<file path="config.mk">
export PLATFORM = sky130hd
export DESIGN_NAME = ac_lockin_detector
export DESIGN_NICKNAME = d
export VERILOG_FILES = /design/src/rtl/lockin_pkg.sv /design/src/rtl/lockin_acc.sv /design/src/rtl/ac_lockin_detector.sv
export SDC_FILE = /design/constraint.sdc
export NUM_CORES = 1
export LEC_CHECK = 0
export CELL_PAD_IN_SITES_DETAIL_PLACEMENT = 1
export CELL_PAD_IN_SITES_GLOBAL_PLACEMENT = 2
export CORE_MARGIN = 4
export CORE_UTILIZATION = 30
export CTS_BUF_LIST = sky130_fd_sc_hd__clkbuf_4 sky130_fd_sc_hd__clkbuf_8
export DETAILED_ROUTE_END_ITERATION = 12
export PLACE_DENSITY_LB_ADDON = 0.1
export REMOVE_ABC_BUFFERS = 1
export SYNTH_ARGS = -nofsm -noshare
export SYNTH_HDL_FRONTEND = slang
export SYNTH_HIERARCHICAL = 1
export SYNTH_SLANG_ARGS = --single-unit
</file>
<file path="constraint.sdc">
create_clock -name clk -period 9.8 [get_ports clk]
set_clock_uncertainty 0.05 [all_clocks]
set_input_delay 0.98 -clock clk [delete_from_list [all_inputs] [get_ports clk]]
set_output_delay 0.98 -clock clk [all_outputs]
set_load 0.03 [all_outputs]
</file>
<file path="src/rtl/lockin_pkg.sv">
// Shared types for the quadrature lock-in detector: FSM state, reference phase, result width.
// Latency: n/a (types and constant functions only).
// Backpressure: n/a.
// Contents: state_t (IDLE/ACQ/HOLD), phase_t (P0..P3), calc_acc_w().
package lockin_pkg;

    typedef enum logic [1:0] {
        IDLE = 2'd0,
        ACQ  = 2'd1,
        HOLD = 2'd2
    } state_t;

    // Reference phase within one stimulus period (4 samples per period).
    //   P0: cos=+1   P1: sin=+1   P2: cos=-1   P3: sin=-1
    typedef enum logic [1:0] {
        P0 = 2'd0,
        P1 = 2'd1,
        P2 = 2'd2,
        P3 = 2'd3
    } phase_t;

    // Worst case is 4*(2^PERIODS_W-1) full-scale samples summed into dc.
    // That needs PERIODS_W+2 growth bits on top of the sample width.
    function automatic int calc_acc_w(input int data_w, input int periods_w);
        return data_w + periods_w + 2;
    endfunction

endpackage

</file>
<file path="src/rtl/lockin_acc.sv">
// Signed accumulator with synchronous clear, enable and add/subtract select.
// Latency: 1 cycle, din reflected in acc on the edge after en.
// Backpressure: none, the accumulator absorbs a value on every enabled cycle.
// Ports: clk, rst (async high), clr, en, sub (1 = subtract), din[W], acc[W].
module lockin_acc import lockin_pkg::*; #(
    parameter int W = 22
) (
    input  logic         clk,
    input  logic         rst,
    input  logic         clr,
    input  logic         en,
    input  logic         sub,
    input  logic [W-1:0] din,
    output logic [W-1:0] acc
);

    always_ff @(posedge clk or posedge rst) begin
        if (rst) begin
            acc <= '0;
        end else if (clr) begin
            acc <= '0;
        end else if (en) begin
            acc <= sub ? (acc - din) : (acc + din);
        end
    end

endmodule

</file>
<file path="src/rtl/ac_lockin_detector.sv">
// Quadrature lock-in detector: accumulates I/Q correlation and DC sums of 4x-oversampled ADC data.
// Latency: sums and m_valid are registered, visible the cycle after the final sample is accepted.
// Backpressure: result is held in HOLD until m_ready; samples arriving then are dropped and flag overrun.
// Ports: clk, rst (async high), start/periods (request), s_valid/s_data (samples),
//        busy, m_valid/m_ready (result handshake), i_sum, q_sum, dc_sum, overrun (sticky).
// Build option: LOCKIN_DC_EN includes the dc_sum accumulator; otherwise dc_sum is tied to 0.
module ac_lockin_detector import lockin_pkg::*; #(
    parameter  int DATA_W    = 12,
    parameter  int PERIODS_W = 8,
    localparam int ACC_W     = calc_acc_w(DATA_W, PERIODS_W)
) (
    input  logic                 clk,
    input  logic                 rst,
    input  logic                 start,
    input  logic [PERIODS_W-1:0] periods,
    input  logic                 s_valid,
    input  logic [DATA_W-1:0]    s_data,
    output logic                 busy,
    output logic                 m_valid,
    input  logic                 m_ready,
    output logic [ACC_W-1:0]     i_sum,
    output logic [ACC_W-1:0]     q_sum,
    output logic [ACC_W-1:0]     dc_sum,
    output logic                 overrun
);

    localparam int CNT_W = PERIODS_W + 2;

    state_t           state;
    phase_t           phase;
    logic [CNT_W-1:0] remain;     // samples still to accept in this acquisition

    logic             start_ok;
    logic             accept;
    logic             last;
    logic [ACC_W-1:0] x_ext;

    // A start with periods == 0 would need zero samples; treat it as a no-op.
    assign start_ok = (state == IDLE) && start && (periods != '0);
    assign accept   = (state == ACQ) && s_valid;
    assign last     = (remain == CNT_W'(1));
    assign x_ext    = {{(ACC_W-DATA_W){s_data[DATA_W-1]}}, s_data};

    assign busy    = (state != IDLE);
    assign m_valid = (state == HOLD);

    always_ff @(posedge clk or posedge rst) begin
        if (rst) begin
            state   <= IDLE;
            phase   <= P0;
            remain  <= '0;
            overrun <= 1'b0;
        end else begin
            case (state)
                IDLE: begin
                    if (start_ok) begin
                        state   <= ACQ;
                        phase   <= P0;
                        remain  <= {periods, 2'b00};
                        overrun <= 1'b0;
                    end
                end
                ACQ: begin
                    if (s_valid) begin
                        phase  <= phase_t'(phase + 2'd1);
                        remain <= remain - CNT_W'(1);
                        if (last) begin
                            state <= HOLD;
                        end
                    end
                end
                HOLD: begin
                    if (s_valid) begin
                        overrun <= 1'b1;
                    end
                    // start is deliberately not looked at here; it must be re-issued in IDLE.
                    if (m_ready) begin
                        state <= IDLE;
                    end
                end
                default: begin
                    state <= IDLE;
                end
            endcase
        end
    end

    // The reference is +1/0/-1/0 and 0/+1/0/-1, so correlation is a steered add/subtract.
    // I takes the even phases, Q the odd ones; phases 2 and 3 subtract.
    logic en_i, en_q, neg;
    assign en_i = accept && ((phase == P0) || (phase == P2));
    assign en_q = accept && ((phase == P1) || (phase == P3));
    assign neg  = (phase == P2) || (phase == P3);

    lockin_acc #(.W(ACC_W)) u_acc_i (
        .clk (clk),
        .rst (rst),
        .clr (start_ok),
        .en  (en_i),
        .sub (neg),
        .din (x_ext),
        .acc (i_sum)
    );

    lockin_acc #(.W(ACC_W)) u_acc_q (
        .clk (clk),
        .rst (rst),
        .clr (start_ok),
        .en  (en_q),
        .sub (neg),
        .din (x_ext),
        .acc (q_sum)
    );

`ifdef LOCKIN_DC_EN
    lockin_acc #(.W(ACC_W)) u_acc_dc (
        .clk (clk),
        .rst (rst),
        .clr (start_ok),
        .en  (accept),
        .sub (1'b0),
        .din (x_ext),
        .acc (dc_sum)
    );
`else
    assign dc_sum = '0;
`endif

endmodule

</file>
======== Yosys cells after proc, flatten, opt, wreduce, memory -nomap -nowiden ========
Index checks and enable logic that the tools add are counted.
operators by class
  $add $sub $neg .......................... 6
  eq/ne operators ......................... 11
  mux-type cells .......................... 20
  reductions and logical operators ........ 19
operator list
  cell                                                   number
  two-way mux 22 bit                                     6
  adder 22 bit                                           2
  subtractor 22 bit                                      2
  two-way mux 10 bit                                     2
  one-hot mux 10 bit (2 select lines)                    1
  two-way mux 2 bit                                      6
  equality test 10 x 1 -> 1 bit (second input constant)  1
  nonzero test 2 bit                                     5
  subtractor 10 x 1 -> 10 bit (second input constant)    1
  != test 2 bit (second input constant)                  4
  nonzero test 8 bit                                     1
  equality test 2 bit (second input constant)            3
  one-hot mux 2 bit (3 select lines)                     1
  AND reduction 3 bit                                    2
  logical AND 1 bit                                      5
  equality test 2 x 1 -> 1 bit (second input constant)   2
  zero test 2 bit                                        2
  one-hot mux 2 bit (2 select lines)                     1
  AND reduction 4 bit                                    1
  logical OR 1 bit                                       3
  adder 2 x 1 -> 2 bit (second input constant)           1
  two-way mux 1 bit                                      2
  != test 2 x 1 -> 1 bit (second input constant)         1
  one-hot mux 1 bit (2 select lines)                     1
storage, ports and cells
  register bits after elaboration ......... 59
  output and inout bits ................... 69
  logic and storage cells ................. 62

======== Longest topological paths before layout ========
Gate-level depths: netlist of run 1.
  depth after elaboration ................. 5
  gate-level depth with buffers ........... 17
  gate-level depth less buffers ........... 16

======== By module ========
Netlist of run 1, hierarchy kept.
by module, submodules not included
  module                 times used  cells an instance  area an instance (um^2)  sequential area each (um^2)
  lockin_acc at u_acc_i  1           325                2493.6                   550.5
  lockin_acc at u_acc_q  1           314                2472.4                   550.5
  ac_lockin_detector     1           131                1168.6                   375.4

======== Worst setup path before layout of run 1 ========
OpenSTA, ideal clock, no wires.
  kind .................................... input to register
  start point ............................. in s_data[6]
  end point ............................... reg u_acc_i.acc[21]
  arrival ................................. 4.070 ns
  required time ........................... 9.622 ns
  slack ................................... 5.553 ns
  stages .................................. 15
  path buffers ............................ 1
  path through ............................ or4_4 -> nor2_1 -> nand2_1 -> o21bai_1 -> o21a_1 -> o21ai_0 -> xnor2_1 -> ha_1 -> clkbuf_1 -> a21oi_1 -> o21ai_0 -> or2_2 -> o22ai_1 -> mux2i_1 -> mux2_1
between the ends
  longest elaborated chain between the ends .. 4
RTL lines
  item                                               RTL line                  source
  from (decl)                                        ac_lockin_detector.sv:17  input logic [DATA_W-1:0] s_data,
  adder 22 bit or subtractor 22 bit (tied branches)  lockin_acc.sv:23          acc <= sub ? (acc - din) : (acc + din);
  two-way mux 22 bit (*)                             lockin_acc.sv:23
  two-way mux 22 bit (*)                             lockin_acc.sv:22          end else if (en) begin
  two-way mux 22 bit (*)                             lockin_acc.sv:20          end else if (clr) begin
  to (signal assigned)                               lockin_acc.sv:23
  to (decl)                                          lockin_acc.sv:14          output logic [W-1:0] acc
Mark *: on every way between the ends. The rest lies on a longest branch, timed or not. The select of a mux whose other input is x is not followed.
A chain may end at the register's enable or synchronous reset.

======== Worst setup path in the final report of run 1 ========
  start point ............................. in s_data[4]
  end point ............................... reg u_acc_i.acc[21]
The elaborated chain is that of the path after synthesis.

==> results of run 1 <==
==> placed cells by master (no fill, tap or decap), types with 9 or more instances in the layout <==
master	synthesis	final
o21ai_0	42	42
o21a_1	10	10
clkdlybuf4s50_1	0	70
nor2_1	91	91
a211oi_1	10	10
a21oi_1	63	63
conb_1	1	22
nand4_1	12	12
nand2b_1	17	17
xor2_1	14	14
nand3_1	11	11
mux2i_1	10	10
a21o_1	28	28
nor3_1	22	22
nor2b_1	10	10
dfrtp_1	59	59
xnor2_1	48	48
nand2_1	47	47
a31oi_1	10	10
ha_1	50	50
o22ai_1	13	13
inv_1	34	34
clkbuf_8	0	9
nor4_1	10	10
==> critical path, cell delays in order <==
cell and delay (ns):
clkdlybuf4s50_1 0.58, or4_4 0.62, nor2_1 0.15, nand2_1 0.10
o21bai_1 0.24, o21a_1 0.20, o21ai_0 0.11, xnor2_1 0.18
ha_1 0.40, a21oi_1 0.26, o21ai_0 0.19, or2_2 0.31
o22ai_1 0.20, mux2i_1 0.22, mux2_1 0.34
==> stage by stage <==
stage | std cells | area (um^2) | util (%)
2_1_floorplan | 741 | 5920 | -
3_5_place_dp | 1087 | 7000 | 34.7
6_report | 1103 | 7190 | 35.6
5_1_grt | 1103 | 7190 | 35.6
4_1_cts | 1103 | 7190 | 35.6
3_3_place_gp | 1087 | 7000 | 34.7
==> sequential cells by signal (all words and copies together), names as in the netlist <==
signal	cells
remain	10
overrun	1
phase	2
u_acc_q/acc	22
u_acc_i/acc	22
state	2
==> final timing paths <==
check | endpoint | depth (start not counted)
max | u_acc_i/acc[21] | 15
min | overrun | 2
max reg2reg | u_acc_i/acc[19] | 13
min reg2reg | overrun | 2
max in group asynchronous | u_acc_q/acc[17] | 2
min in group asynchronous | overrun | 2
==> logic make-up (layout without fill, tap and decap cells) <==
family | after synthesis | after routing | synth area share, %
simple gates | 267 | 267 | 22.5
compound gates | 231 | 231 | 24.6
buf+inv | 85 | 127 | 6.89
xor+xnor | 62 | 62 | 8.85
flops | 59 | 59 | 24.1
fa+ha+maj | 52 | 52 | 10.9
mux | 13 | 13 | 2.18
other cells | 1 | 22 | 0.0611
==> cell type report <==
class	count	area [um^2]
clock inverters	7	58.8
clock buffers	9	124
flip-flops and latches	59	1480
well taps	270	338
fillers	2456	13000
multi-input cells	647	4310
repair buffers	76	743
inverters	35	131
==> metal layers <==
metal | vias up | routed length, um | GRT usage [%]
li1 | 2853 | - | -
met1 | 2817 | 8740 | 22.1
met2 | 85 | 9880 | 31.6
met3 | 20 | 490 | 1.92
met4 | 0 | 329 | 5.35
met5 | - | 0 | 0
==> flow_summary.toml, run 1 <==
[clock_tree]
clockBufferDepth = 2
cts_tree = "yes"
cts_max_level = 3
cts_buffers = 9
cts_hold_buf = 0
clockRootBuffer = "clkbuf_8"
cts_resized = 0
numClockSinks = 59
clk_pin_slew_ns = 0.09
post-cts-setup-buffers = 0
clock_latency_ns = 0.37

[global_routing]
grt_first_pass_wirelength_um = 32000
antenna_found_initial = 0
grt_max_degree = 71
grt_use_total_pct = 17.6
grt_overflow = 0
grt_pass1_vias = 6070

[sta]
fin_ws_ns = 4.89
maxSlewHeadroom_pct = 29.7
tns_ns = 0
fmax_mhz = 204
setup_viol = 0
rsz0062_at_grt = "false"
post-route-min-period_ns = 4.91
finalCritPeriodShare_pct = 50.1
maxSlewViolCount = 0
tightest_slew_ns = 1.05
hold_ws_ns = 0.459
hold_violations = 0

[yosys]
synth_top_cell_by_area = "dfrtp_1"
syn_area_per_cell_um2 = 7.97
syn_inst = 770
ys_top_cells_by_area = "dfrtp_1, ha_1, xnor2_1, nor2_1, a21oi_1"
async_reset_ff_share_pct = 100
yosys-top-cells-count = "nor2_1, a21oi_1, dfrtp_1"
yosysUniqueCellTypes = 75
synth_edf_count = 0
synthFlopType = "dfrtp_1"
yosysMostFrequentCell = "nor2_1"
synth-seq-area-share_pct = 24.1
yosys_warnings = 6
yosysTopAreaCellShare_pct = 24.1
netlist_area_mm2 = 0.00613
ys_ff_latch = 59

[worst_setup_path]
crit_type = "in2reg"
crit_path_start = "s_data[4]"
critPathArrivalTime_ns = 5.11
reg2reg_slack_ns = 5.54
cp_max_fo = 8
cp.required_ns = 9.99
setup.worst_path.start_class = "input port"
r2r_start = "phase[0]"
endpoint_kind = "flip-flop"

[route]
drt-initial-drc-count = 215
drt_first_pass_iters = 4
wire_per_inst_um = 17.6
viasPerCell = 5.24
totalWireLength_um = 19400
via_count = 5775
drc = 0
postRouteAntennaNets = 0

[placed_design]
port_buffers = 71
dp_slack_ns = 4.56
dp_hpwl_um = 15000
routabilityCongestion = 0.846

[floorplanning]
start_util_pct = 30.4
fp.dieH_um = 151
die_w_um = 151
rows = 52
core-area_mm2 = 0.0202
dieArea_mm2 = 0.0228
io-pin-count = 94

[status]
status = "finished clean"

[cells_and_area]
antennaDiodeCount = 0
nNetsFinal = 905
area_growth_pct = 17.1
drive_above_1_share_pct = 5.76

[flow_run]
drv_cap = 0

[hold_path]
min_from = "overrun"
hp-class = "reg2reg"
Power of run 1 is left out: the tool's default activity adds up to more than one toggle a clock period on the data nets, which glitch-free logic cannot reach.
==> run 2: changes to the inputs <==
==> constraint.sdc (replaced) <==
create_clock -name clk -period 4.6 [get_ports clk]
set_clock_uncertainty 0.05 [all_clocks]
set_input_delay 0.46 -clock clk [delete_from_list [all_inputs] [get_ports clk]]
set_output_delay 0.46 -clock clk [all_outputs]
set_load 0.03 [all_outputs]
==> flow_summary.toml, run 2 (synthesis results as in run 1) <==
[clock_tree]
cts_resized = 0
cts_hold_buf = 0
post-cts-setup-buffers = 0
clockRootBuffer = "clkbuf_8"
cts_tree = "yes"
cts_buffers = 9
cts_max_level = 3
clockBufferDepth = 2
clk_pin_slew_ns = 0.10
clock_latency_ns = 0.38
numClockSinks = 59

[sta]
fmax_mhz = 250
rsz0062_at_grt = "false"
tightest_slew_ns = 1.02
maxSlewViolCount = 0
post-route-min-period_ns = 4.01
maxSlewHeadroom_pct = 31.7
hold_ws_ns = 0.459
tns_ns = 0
hold_violations = 0
setup_viol = 0
finalCritPeriodShare_pct = 87.1

[route]
wire_per_inst_um = 17.7
via_count = 5777
viasPerCell = 5.17
postRouteAntennaNets = 0
drc = 0
drt_first_pass_iters = 4
totalWireLength_um = 19800
drt-initial-drc-count = 191

[placed_design]
port_buffers = 71
dp_hpwl_um = 15400
routabilityCongestion = 0.826
dp_cells = 1102

[cells_and_area]
fin_cells = 1118
area_growth_pct = 19.3
drive_above_1_share_pct = 7.43
antennaDiodeCount = 0
largestRegisters = "u_acc_i/acc x22, u_acc_q/acc x22, remain x10"
fillers = 2488
nNetsFinal = 920
layout_common_cells = "nor2_1, clkdlybuf4s50_1, a21oi_1, dfrtp_1, ha_1"
seq_area_mm2 = 0.00148
multi_input_area_mm2 = 0.00431
layout_commonest_cell = "nor2_1"

[global_routing]
antenna_found_initial = 0
grt_use_total_pct = 17.7
grt_pass1_vias = 6050
grt_max_degree = 40
grt_first_pass_wirelength_um = 32000
grt_overflow = 0

[floorplanning]
start_util_pct = 30.4
die_w_um = 151
fp.dieH_um = 151
rows = 52
core-area_mm2 = 0.0202
dieArea_mm2 = 0.0228
io-pin-count = 94

[worst_setup_path]
crit_type = "in2reg"
endpoint_kind = "flip-flop"
cp.required_ns = 4.81
setup.worst_path.start_class = "input port"
cp_max_fo = 3
critPathArrivalTime_ns = 4.22

[flow_run]
drv_cap = 0

[status]
status = "finished clean"

[hold_path]
hp-class = "reg2reg"
run 2: routing by layer:
layer  GRT usage (%)  share of wire, %  vias to the layer above
li1                -                 -                     2882
met4            4.40               1.5                        0
met2            31.6                50                       73
met3            2.75               2.5                       17
met1            22.3                47                     2805
met5               0                 0                        -
run 2: critical path, cell delays in order:
cell	delay, ns
clkdlybuf4s50_1	0.42
or4_4	0.59
nor2_1	0.16
nand2_1	0.09
o21bai_1	0.24
o21a_1	0.21
o21ai_0	0.11
xnor2_1	0.17
ha_1	0.32
a21oi_1	0.22
o21ai_0	0.19
or2_2	0.30
o22ai_1	0.17
mux2i_1	0.22
mux2_1	0.34
run 2: path summary, 6_finish.rpt:
kind / startpoint / endpoint / slack, ns / cells after the start
worst min register to register: overrun / overrun / 0.46 / 2
max in group asynchronous: rst / u_acc_q/acc[14] / 3.20 / 2
worst max-delay path: s_data[6] / u_acc_i/acc[21] / 0.59 / 15
worst min-delay path: overrun / overrun / 0.46 / 2
min in group asynchronous: rst / overrun / 0.50 / 2
worst max register to register: phase[0] / u_acc_q/acc[21] / 0.65 / 16
run 2: area by class of cell:
cell class              instances  share of cell area, %
clock buffers                   9                   1.69
clock inverters                 7                   1.11
inverters                      35                   1.79
multi-input cells             647                   58.9
flip-flops and latches         59                   20.2
well taps                     270                   4.61
repair buffers                 91                   11.7
run 2: per-stage QoR:
stage / util [%] / worst slack (ns) / cell area [um^2]
finish: 36.3 / 0.593 / 7320
detailed placement: 35.3 / 0.195 / 7120
CTS: 36.3 / 0.540 / 7320
global route: 36.3 / 0.253 / 7320
floorplan: - / 0.921 / 5920
global placement: 35.3 / 0.291 / 7120
Power of run 2 is left out for the same reason.
==> run 3: changes to the inputs <==
--- a/config.mk
+++ b/config.mk
@@ -11,6 +11,7 @@
 export CORE_UTILIZATION = 30
 export CTS_BUF_LIST = sky130_fd_sc_hd__clkbuf_4 sky130_fd_sc_hd__clkbuf_8
 export DETAILED_ROUTE_END_ITERATION = 12
+export GPL_TIMING_DRIVEN = 0
 export PLACE_DENSITY_LB_ADDON = 0.1
 export REMOVE_ABC_BUFFERS = 1
 export SYNTH_ARGS = -nofsm -noshare
==> flow_summary.toml, run 3 (synthesis results as in run 1) <==
[status]
status = "finished clean"

[cells_and_area]
nNetsFinal = 905
antennaDiodeCount = 0
layout_common_cells = "nor2_1, clkdlybuf4s50_1, a21oi_1, dfrtp_1, ha_1"
area_growth_pct = 18.5
layout_commonest_cell = "nor2_1"
drive_above_1_share_pct = 6.12
fillers = 2448
largestRegisters = "u_acc_i/acc x22, u_acc_q/acc x22, remain x10"

[sta]
post-route-min-period_ns = 4.32
maxSlewHeadroom_pct = 29.8
fmax_mhz = 232
finalCritPeriodShare_pct = 93.8
rsz0062_at_grt = "false"
tightest_slew_ns = 1.05
setup_viol = 0
tns_ns = 0
maxSlewViolCount = 0
hold_violations = 0

[placed_design]
routabilityCongestion = 0.821
dp_hpwl_um = 15100
port_buffers = 71

[clock_tree]
cts_hold_buf = 0
cts_resized = 0
clk_pin_slew_ns = 0.08
cts_tree = "yes"
numClockSinks = 59
cts_max_level = 3
clockRootBuffer = "clkbuf_8"
cts_buffers = 9
post-cts-setup-buffers = 0
clockBufferDepth = 2
clock_latency_ns = 0.37

[worst_setup_path]
crit_type = "in2reg"
slowest_delay_ns = 0.63
cpMaxStageDelayCell = "or4_4"
reg2reg_slack_ns = 0.56
cp_max_fo = 8
crit_path_cell_trace = "clkdlybuf4s50_1, or4_4, nor2_1, nand2_1, o21bai_1, o21a_1, o21ai_0, xnor2_1, ha_1, nand2_1, o21ai_0, nor2_1, nor3_1, o22ai_1, mux2i_1, mux2_1"
cp_top_family = "simple AND/OR/NAND/NOR gates"
r2r_start = "phase[0]"
r2r-end = "u_acc_i/acc[21]"
critPathArrivalTime_ns = 4.52
setup.worst_path.start_class = "input port"
rr_worst_depth = 13
crit_path_start = "s_data[6]"
cp.required_ns = 4.80
endpoint_kind = "flip-flop"
crit_buf_inv = 1

[floorplanning]
io-pin-count = 94
start_util_pct = 30.4
die_w_um = 151
fp.dieH_um = 151
core-area_mm2 = 0.0202
dieArea_mm2 = 0.0228
rows = 52

[route]
viasPerCell = 5.21
totalWireLength_um = 19400
drt_first_pass_iters = 4
drc = 0
postRouteAntennaNets = 0
wire_per_inst_um = 17.6
via_count = 5743
drt-initial-drc-count = 151

[hold_path]
hp-class = "reg2reg"
whs_path_depth = 2
min_from = "overrun"
min_to = "overrun"

[global_routing]
antenna_found_initial = 0
grt_max_degree = 50
grt_first_pass_wirelength_um = 31700
grt_overflow = 0
grt_pass1_vias = 6011
grt_use_total_pct = 17.5

[flow_run]
drv_cap = 0
[run 3: how the worst max path moves through the flow]
stage / end / slack (ns) / depth (start not counted)
floorplan: u_acc_i/acc[21] / 0.92 / 14
finish: u_acc_i/acc[21] / 0.28 / 16
global route: u_acc_i/acc[21] / 0.01 / 15
global placement: u_acc_i/acc[21] / -1.52 / 13
detailed placement: u_acc_i/acc[21] / -0.27 / 15
CTS: u_acc_i/acc[21] / 0.12 / 15
[run 3: tightest hold or removal path, stage by stage, from the launching register on]
cell and delay (ns):
dfrtp_1 0.35, a21oi_1 0.04, nor2_1 0.08
[run 3: layout make-up]
type / instances / area [um^2] / area share (%)
clock buffer: 11 / 145 / 2.00
clock inverter: 5 / 62.6 / 0.861
inverter: 35 / 131 / 1.81
multi-input combinational: 647 / 4330 / 59.5
sequential: 59 / 1480 / 20.3
tap: 270 / 338 / 4.65
timing repair buffer: 76 / 791 / 10.9
[run 3: through the flow]
| step | setup WS [ns] | instances | area, um^2 | utilization, % | hold slack (ns) |
|---|---|---|---|---|---|
| after floorplan | 0.921 | 741 | 5920 | - | 0.311 |
| after global placement | -1.52 | 1082 | 6970 | 34.6 | 0.427 |
| after detailed placement | -0.272 | 1087 | 7050 | 35.0 | 0.434 |
| after CTS | 0.122 | 1103 | 7260 | 36.0 | 0.460 |
| after global routing | 0.0125 | 1103 | 7270 | 36.0 | 0.491 |
| final | 0.285 | 1103 | 7270 | 36.0 | 0.463 |
[run 3: per-layer routing]
layer	up-vias	global-route usage, %	part of all wire [%]
met5	-	0	0
met2	86	30.6	49
li1	2854	-	-
met4	0	5.62	1.7
met3	19	1.92	3.0
met1	2784	22.5	46
Power of run 3 is left out for the same reason.
==> patch 1: new RTL, config.mk and constraints of run 3 <==
Encoding of `state_t`: now one-hot (3 bits for 3 states).
--- a/src/rtl/lockin_pkg.sv
+++ b/src/rtl/lockin_pkg.sv
@@ -4,10 +4,10 @@
 // Contents: state_t (IDLE/ACQ/HOLD), phase_t (P0..P3), calc_acc_w().
 package lockin_pkg;
 
-    typedef enum logic [1:0] {
-        IDLE = 2'd0,
-        ACQ  = 2'd1,
-        HOLD = 2'd2
+    typedef enum logic [2:0] {
+        IDLE = 3'b001,
+        ACQ  = 3'b010,
+        HOLD = 3'b100
     } state_t;
 
     // Reference phase within one stimulus period (4 samples per period).
Formal check against the unedited RTL: no difference found for any inputs over 4 cycles, from zero or initial values and one cycle with rst high; so few cycles prove little.
==> patch 1 against run 3 <==
Sequential cell count rose by 1; synthesized area up 1.4%; final area grew 1.5%; count of clock-buffer cells in the layout down 2; wire length is 1.5% lower; worst setup slack got worse by 0.018 ns; synthesized cell count increased by 1.3%; critical path type unchanged; critical endpoint is now u_acc_q/acc[21]; highest routed layer unchanged.
==> patch 1: results (changes against run 3) <==
* H-tree depth at 3 (unchanged)
* 1st-iter DRT viols at 191 (was 151)
* Max-slew violation count at 0 (unchanged)
* R2r setup slk at 0.39 ns (was 0.56 ns)
* Hold Crit Class: reg -> reg (unchanged)
* Clock Tree Buf Depth at 2 (unchanged)
* Outcome: finished, final reports clean (unchanged)
* Largest net degree at the start of global routing at 43 (was 50)
* CP max stage delay at 0.54 ns (was 0.63 ns)
* Fillers at 2,479 (was 2,448)
* Grt met1 use at 22.3% (was 22.5%)
* Sequential fraction of the synthesis area at 24.2% (was 24.1%)
* Pre-CTS setup slack at -0.314 ns (was -0.272 ns)
* Initial antenna violation count at 0 (unchanged)
* Yosys warnings at 6 (unchanged)
* Synth Area in Compound Gates at 22.4% (was 24.6%)
* CTS resizes at 0 (unchanged)
* CP top delay family: simple AND/OR/NAND/NOR gates (unchanged)
* Critical path arrival at 4.54 ns (was 4.52 ns)
* Met3 Use GR at 2.13% (was 1.92%)
* Min Tclk post-route at 4.33 ns (was 4.32 ns)
* Min Hold Slack at 0.450 ns (was 0.463 ns)
* Xor/xnor cell area share of the yosys netlist at 9.01% (was 8.85%)
* Clock Root Buffer: clkbuf_8 (unchanged)
* Vias per Instance at 5.17 (was 5.21)
* Detail Route Antenna Nets at 0 (unchanged)
* Number of global-route vias before repair at 6,059 (was 6,011)
* First-pass GRT wire length at 31.8 mm (was 31.7 mm)
* Crit path max fanout at 6 (was 8)
* WL met3 at 451 um (was 575 um)
* Share of async-settable or async-resettable flops after synthesis at 100% (unchanged)
* Post-DP HPWL at 14.9 mm (was 15.1 mm)
* Slew margin rel. at 29.3% (was 29.8%)
* Top Layer Used: met4 (unchanged)
* Top cells by count, synth: nor2_1, a21oi_1, nand2_1 (was nor2_1, a21oi_1, dfrtp_1)
* Met2 usage at 27.8% (was 30.6%)
* Peak VDD IR at 0.000254 V
* Psw at 1.66 mW
* Clk Latency, worst-skew pair at 0.38 ns
* Met1 WL at 9.42 mm (was 8.91 mm)
* Synth area leaders: dfrtp_1, ha_1, xnor2_1, nor2_1, a21oi_1 (unchanged)
* GP Congestion at 0.820 (was 0.821)
* Yosys cell types at 85 (was 75)
* GR Util All Layers at 16.5% (was 17.5%)
* Met2 wire len at 8.98 mm (was 9.58 mm)
* Setup Fix Bufs, Post-CTS at 0 (unchanged)
* Slowest CP cell: clkdlybuf4s50_1 (was or4_4)
* Main synth FF type: dfrtp_1 (unchanged)
* Layout cells sized above 1 at 6.87% (was 6.12%)
* Adder-Cell Fraction of Synth Area at 10.7% (was 10.9%)
* Drt first pass iters at 4 (unchanged)
* Largest regs: u_acc_i/acc x22, u_acc_q/acc x22, remain x10 (unchanged)
* Cts bufs inserted at 9 (unchanged)
* Final layout net count at 916 (was 905)
* Leakage power at 3.14 nW
* Reg clk slew, reported paths at 0.09 ns
* Mux contribution to synthesized area at 2.88% (was 2.18%)
* Wirelength per Cell at 17.1 um (was 17.6 um)
patch 1: cell type report:
class | count | area [um^2] | share of cell area, %
Timing Repair Buffer | 76 | 791 | 10.7
Tap cell | 270 | 338 | 4.58
Inverter | 31 | 116 | 1.58
Multi-Input combinational cell | 661 | 4420 | 60.0
Sequential cell | 60 | 1500 | 20.4
Clock inverter | 7 | 81.3 | 1.10
Clock buffer | 9 | 124 | 1.68
patch 1: power by group through the flow:
stage,Sequential (mW),Combinational (mW),Clock (mW)
finish,0.833,2.02,0.546
floorplan,0.956,1.25,0
CTS,0.836,2.03,0.572
global route,0.861,2.24,0.593
detailed placement,0.844,2.02,0
global placement,0.838,1.96,0
patch 1: final timing paths:
kind | start | end | depth (start not counted)
setup / recovery | s_data[6] | u_acc_q/acc[21] | 16
hold / removal | overrun | overrun | 2
setup reg to reg | phase[0] | u_acc_i/acc[21] | 13
hold reg to reg | overrun | overrun | 2
max in group asynchronous | rst | u_acc_i/acc[5] | 2
min in group asynchronous | rst | remain[5] | 2
patch 1: cells by family (layout without fill, tap and decap cells):
kind of cell / Yosys count / after routing
compound gates: 216 / 216
flops: 60 / 60
mux: 17 / 17
fa+ha+maj: 52 / 52
buf+inv: 80 / 123
other cells: 1 / 22
xor+xnor: 64 / 64
simple gates: 290 / 290
patch 1: worst min-delay path, delay by kind of cell, from the launching register on:
kind	cells	cell delay (ns)
compound gates	1	0.04
flops	1	0.35
simple gates	1	0.07
patch 1: stage by stage:
step	TNS [ns]	instance area, um^2	cells
2_1_floorplan	0	6010	752
4_1_cts	0	7350	1114
6_report	0	7380	1114
3_3_place_gp	-12.88	7060	1093
3_5_place_dp	-0.581	7150	1098
5_1_grt	0	7380	1114
==> patch 2: new RTL, flow settings as in run 3 <==
Without the edit above. Change the parameter `DATA_W` from 12 to 18.
--- a/src/rtl/ac_lockin_detector.sv
+++ b/src/rtl/ac_lockin_detector.sv
@@ -5,7 +5,7 @@
 //        busy, m_valid/m_ready (result handshake), i_sum, q_sum, dc_sum, overrun (sticky).
 // Build option: LOCKIN_DC_EN includes the dc_sum accumulator; otherwise dc_sum is tied to 0.
 module ac_lockin_detector import lockin_pkg::*; #(
-    parameter  int DATA_W    = 12,
+    parameter  int DATA_W    = 18,
     parameter  int PERIODS_W = 8,
     localparam int ACC_W     = calc_acc_w(DATA_W, PERIODS_W)
 ) (
Interface: changed (resized dc_sum, i_sum, q_sum and s_data); port bits go from 94 to 118. The function was not compared with the original's and may differ.
==> patch 2 against run 3 <==
Die area rose by 20%; synthesized area rose by 21%; non-clock buffer count up 24; final area is 25% higher; worst setup slack worse by 0.098 ns; sequential cell count grew 12; hold slack lost 0.064 ns; wire length up 20%.
Power is not shown: default switching activity piles up to over one toggle a cycle in this logic, so the estimate is an artifact.
==> patch 2: results (changes against run 3) <==
* Reg clk slew, reported paths at 0.10 ns (was 0.08 ns)
* First-pass GRT wire length at 37.3 mm (was 31.7 mm)
* Met3 Use GR at 2.33% (was 1.92%)
* Synth area leaders: dfrtp_1, ha_1, xnor2_1, nor2_1, a21oi_1 (unchanged)
* FF-to-FF path depth at 17 (was 13)
* Antenna diode count at 0 (unchanged)
* R2r setup slk at 0.28 ns (was 0.56 ns)
* Drt first pass iters at 4 (unchanged)
* EDFF count, synth at 0 (unchanged)
* Tightest Pin Transition at 0.742 ns (was 1.05 ns)
* Final layout net count at 1,080 (was 905)
* Number of global-route vias before repair at 6,836 (was 6,011)
* Yosys warnings at 6 (unchanged)
* H-tree depth at 3 (unchanged)
* Grt met1 use at 24.3% (was 22.5%)
* Layout cells sized above 1 at 8.08% (was 6.12%)
* Vias per Instance at 5.17 (was 5.21)
* Clock Tree Buf Depth at 2 (unchanged)
* Reg2reg end: u_acc_q/acc[27] (was u_acc_i/acc[21])
* Outcome: finished, final reports clean (unchanged)
* Met2 usage at 27.6% (was 30.6%)
* Clock Root Buffer: clkbuf_8 (unchanged)
* Crit path max fanout at 7 (was 8)
* Fillers at 2,957 (was 2,448)
* PortBufs at 89 (was 71)
* Cts bufs inserted at 9 (unchanged)
* Share of async-settable or async-resettable flops after synthesis at 100% (unchanged)
* FF-to-FF Start: phase[0] (unchanged)
* Wirelength per Cell at 17.8 um (was 17.6 um)
* Yosys cell types at 87 (was 75)
* Setup_tns at 0 ns (unchanged)
* Sequential fraction of the synthesis area at 23.9% (was 24.1%)
* Pre-CTS setup slack at -0.798 ns (was -0.272 ns)
* Critical path arrival at 4.64 ns (was 4.52 ns)
* Largest regs: u_acc_i/acc x28, u_acc_q/acc x28, remain x10 (was u_acc_i/acc x22, u_acc_q/acc x22, remain x10)
* Mapped Avg Cell Area at 8.24 um^2 (was 7.97 um^2)
* GR Util All Layers at 17.1% (was 17.5%)
* Post-DP HPWL at 17.7 mm (was 15.1 mm)
* Clk Latency, worst-skew pair at 0.38 ns
* Final non-filler cell total at 1,314 (was 1,103)
* 1st-iter DRT viols at 337 (was 151)
* Initial antenna violation count at 1 (was 0)
* Hold Crit Class: in -> async (was reg -> reg)
* Largest net degree at the start of global routing at 53 (was 50)
* GP Congestion at 0.784 (was 0.821)
* Top cells by count, synth: nor2_1, a21oi_1, dfrtp_1, xnor2_1, ha_1 (was nor2_1, a21oi_1, dfrtp_1)
[patch 2: changes by cell type after synthesis, moves of 12 or more]
cell,before,now
nor2_1,91,108
xnor2_1,48,71
dfrtp_1,59,71
mux2i_1,10,30
a21o_1,28,14
ha_1,50,62
[patch 2: worst max-delay path by stage]
stage | from | end | slack (ns) | cells past startpoint
after global placement | s_data[17] | u_acc_q/acc[27] | -1.42 | 14
after floorplan | phase[0] | u_acc_q/acc[27] | 0.29 | 17
after detailed placement | s_data[0] | u_acc_q/acc[27] | -0.80 | 18
final | s_data[6] | u_acc_q/acc[27] | 0.19 | 17
after CTS | s_data[11] | u_acc_q/acc[27] | 0.002 | 15
after global routing | s_data[10] | u_acc_i/acc[26] | 0.01 | 15
[patch 2: routing by layer]
metal,vias up,wire [um]
li1,3388,-
met1,3295,11700
met2,98,10600
met3,14,759
met4,2,243
met5,-,20
[patch 2: area by class of cell]
class / instances / area (um^2) / share of cell area [%]
flip-flops and latches: 71 / 1780 / 19.6
well taps: 324 / 405 / 4.46
clock buffers: 11 / 151 / 1.67
repair buffers: 100 / 1090 / 12.0
multi-input cells: 767 / 5390 / 59.3
clock inverters: 5 / 128 / 1.41
inverters: 36 / 139 / 1.53
[patch 2: cells by family after synthesis]
kind of cell	after synthesis	share of synthesized area, %
mux	32	4.38
compound gates	251	22.4
xor+xnor	90	10.6
other cells	1	0.0503
fa+ha+maj	64	11.0
simple gates	300	21.4
buf+inv	95	6.40
flops	71	23.9
[patch 2: what timing repair did]
| item | in CTS | in global routing |
|---|---|---|
| pin swaps | 1 | 3 |
| setup buffers | 1 | 2 |
| cloned | 2 | 0 |
| endpoints found under the setup margin | 6 | 7 |
| gates resized for setup | 10 | 15 |
[patch 2: metrics by stage]
stage                     hold slack (ns)  cell area [um^2]
after floorplan                     0.311              7210
after global placement              0.439              8500
after detailed placement            0.435              8670
after CTS                           0.460              8980
after global routing                0.461              9080
final                               0.399              9080
[patch 2: worst max-delay path: stages]
cell           delay (ns)
dlygate4sd2_1        0.34
or4_4                0.60
nor3_4               0.18
nand2_1              0.08
nand2_2              0.12
o21a_4               0.17
o21ai_0              0.11
xnor2_1              0.25
ha_2                 0.37
a21o_1               0.21
a21o_1               0.18
a21o_1               0.18
a221o_1              0.37
a2111oi_4            0.38
nor3_2               0.09
nor3b_2              0.21
mux2_4               0.31
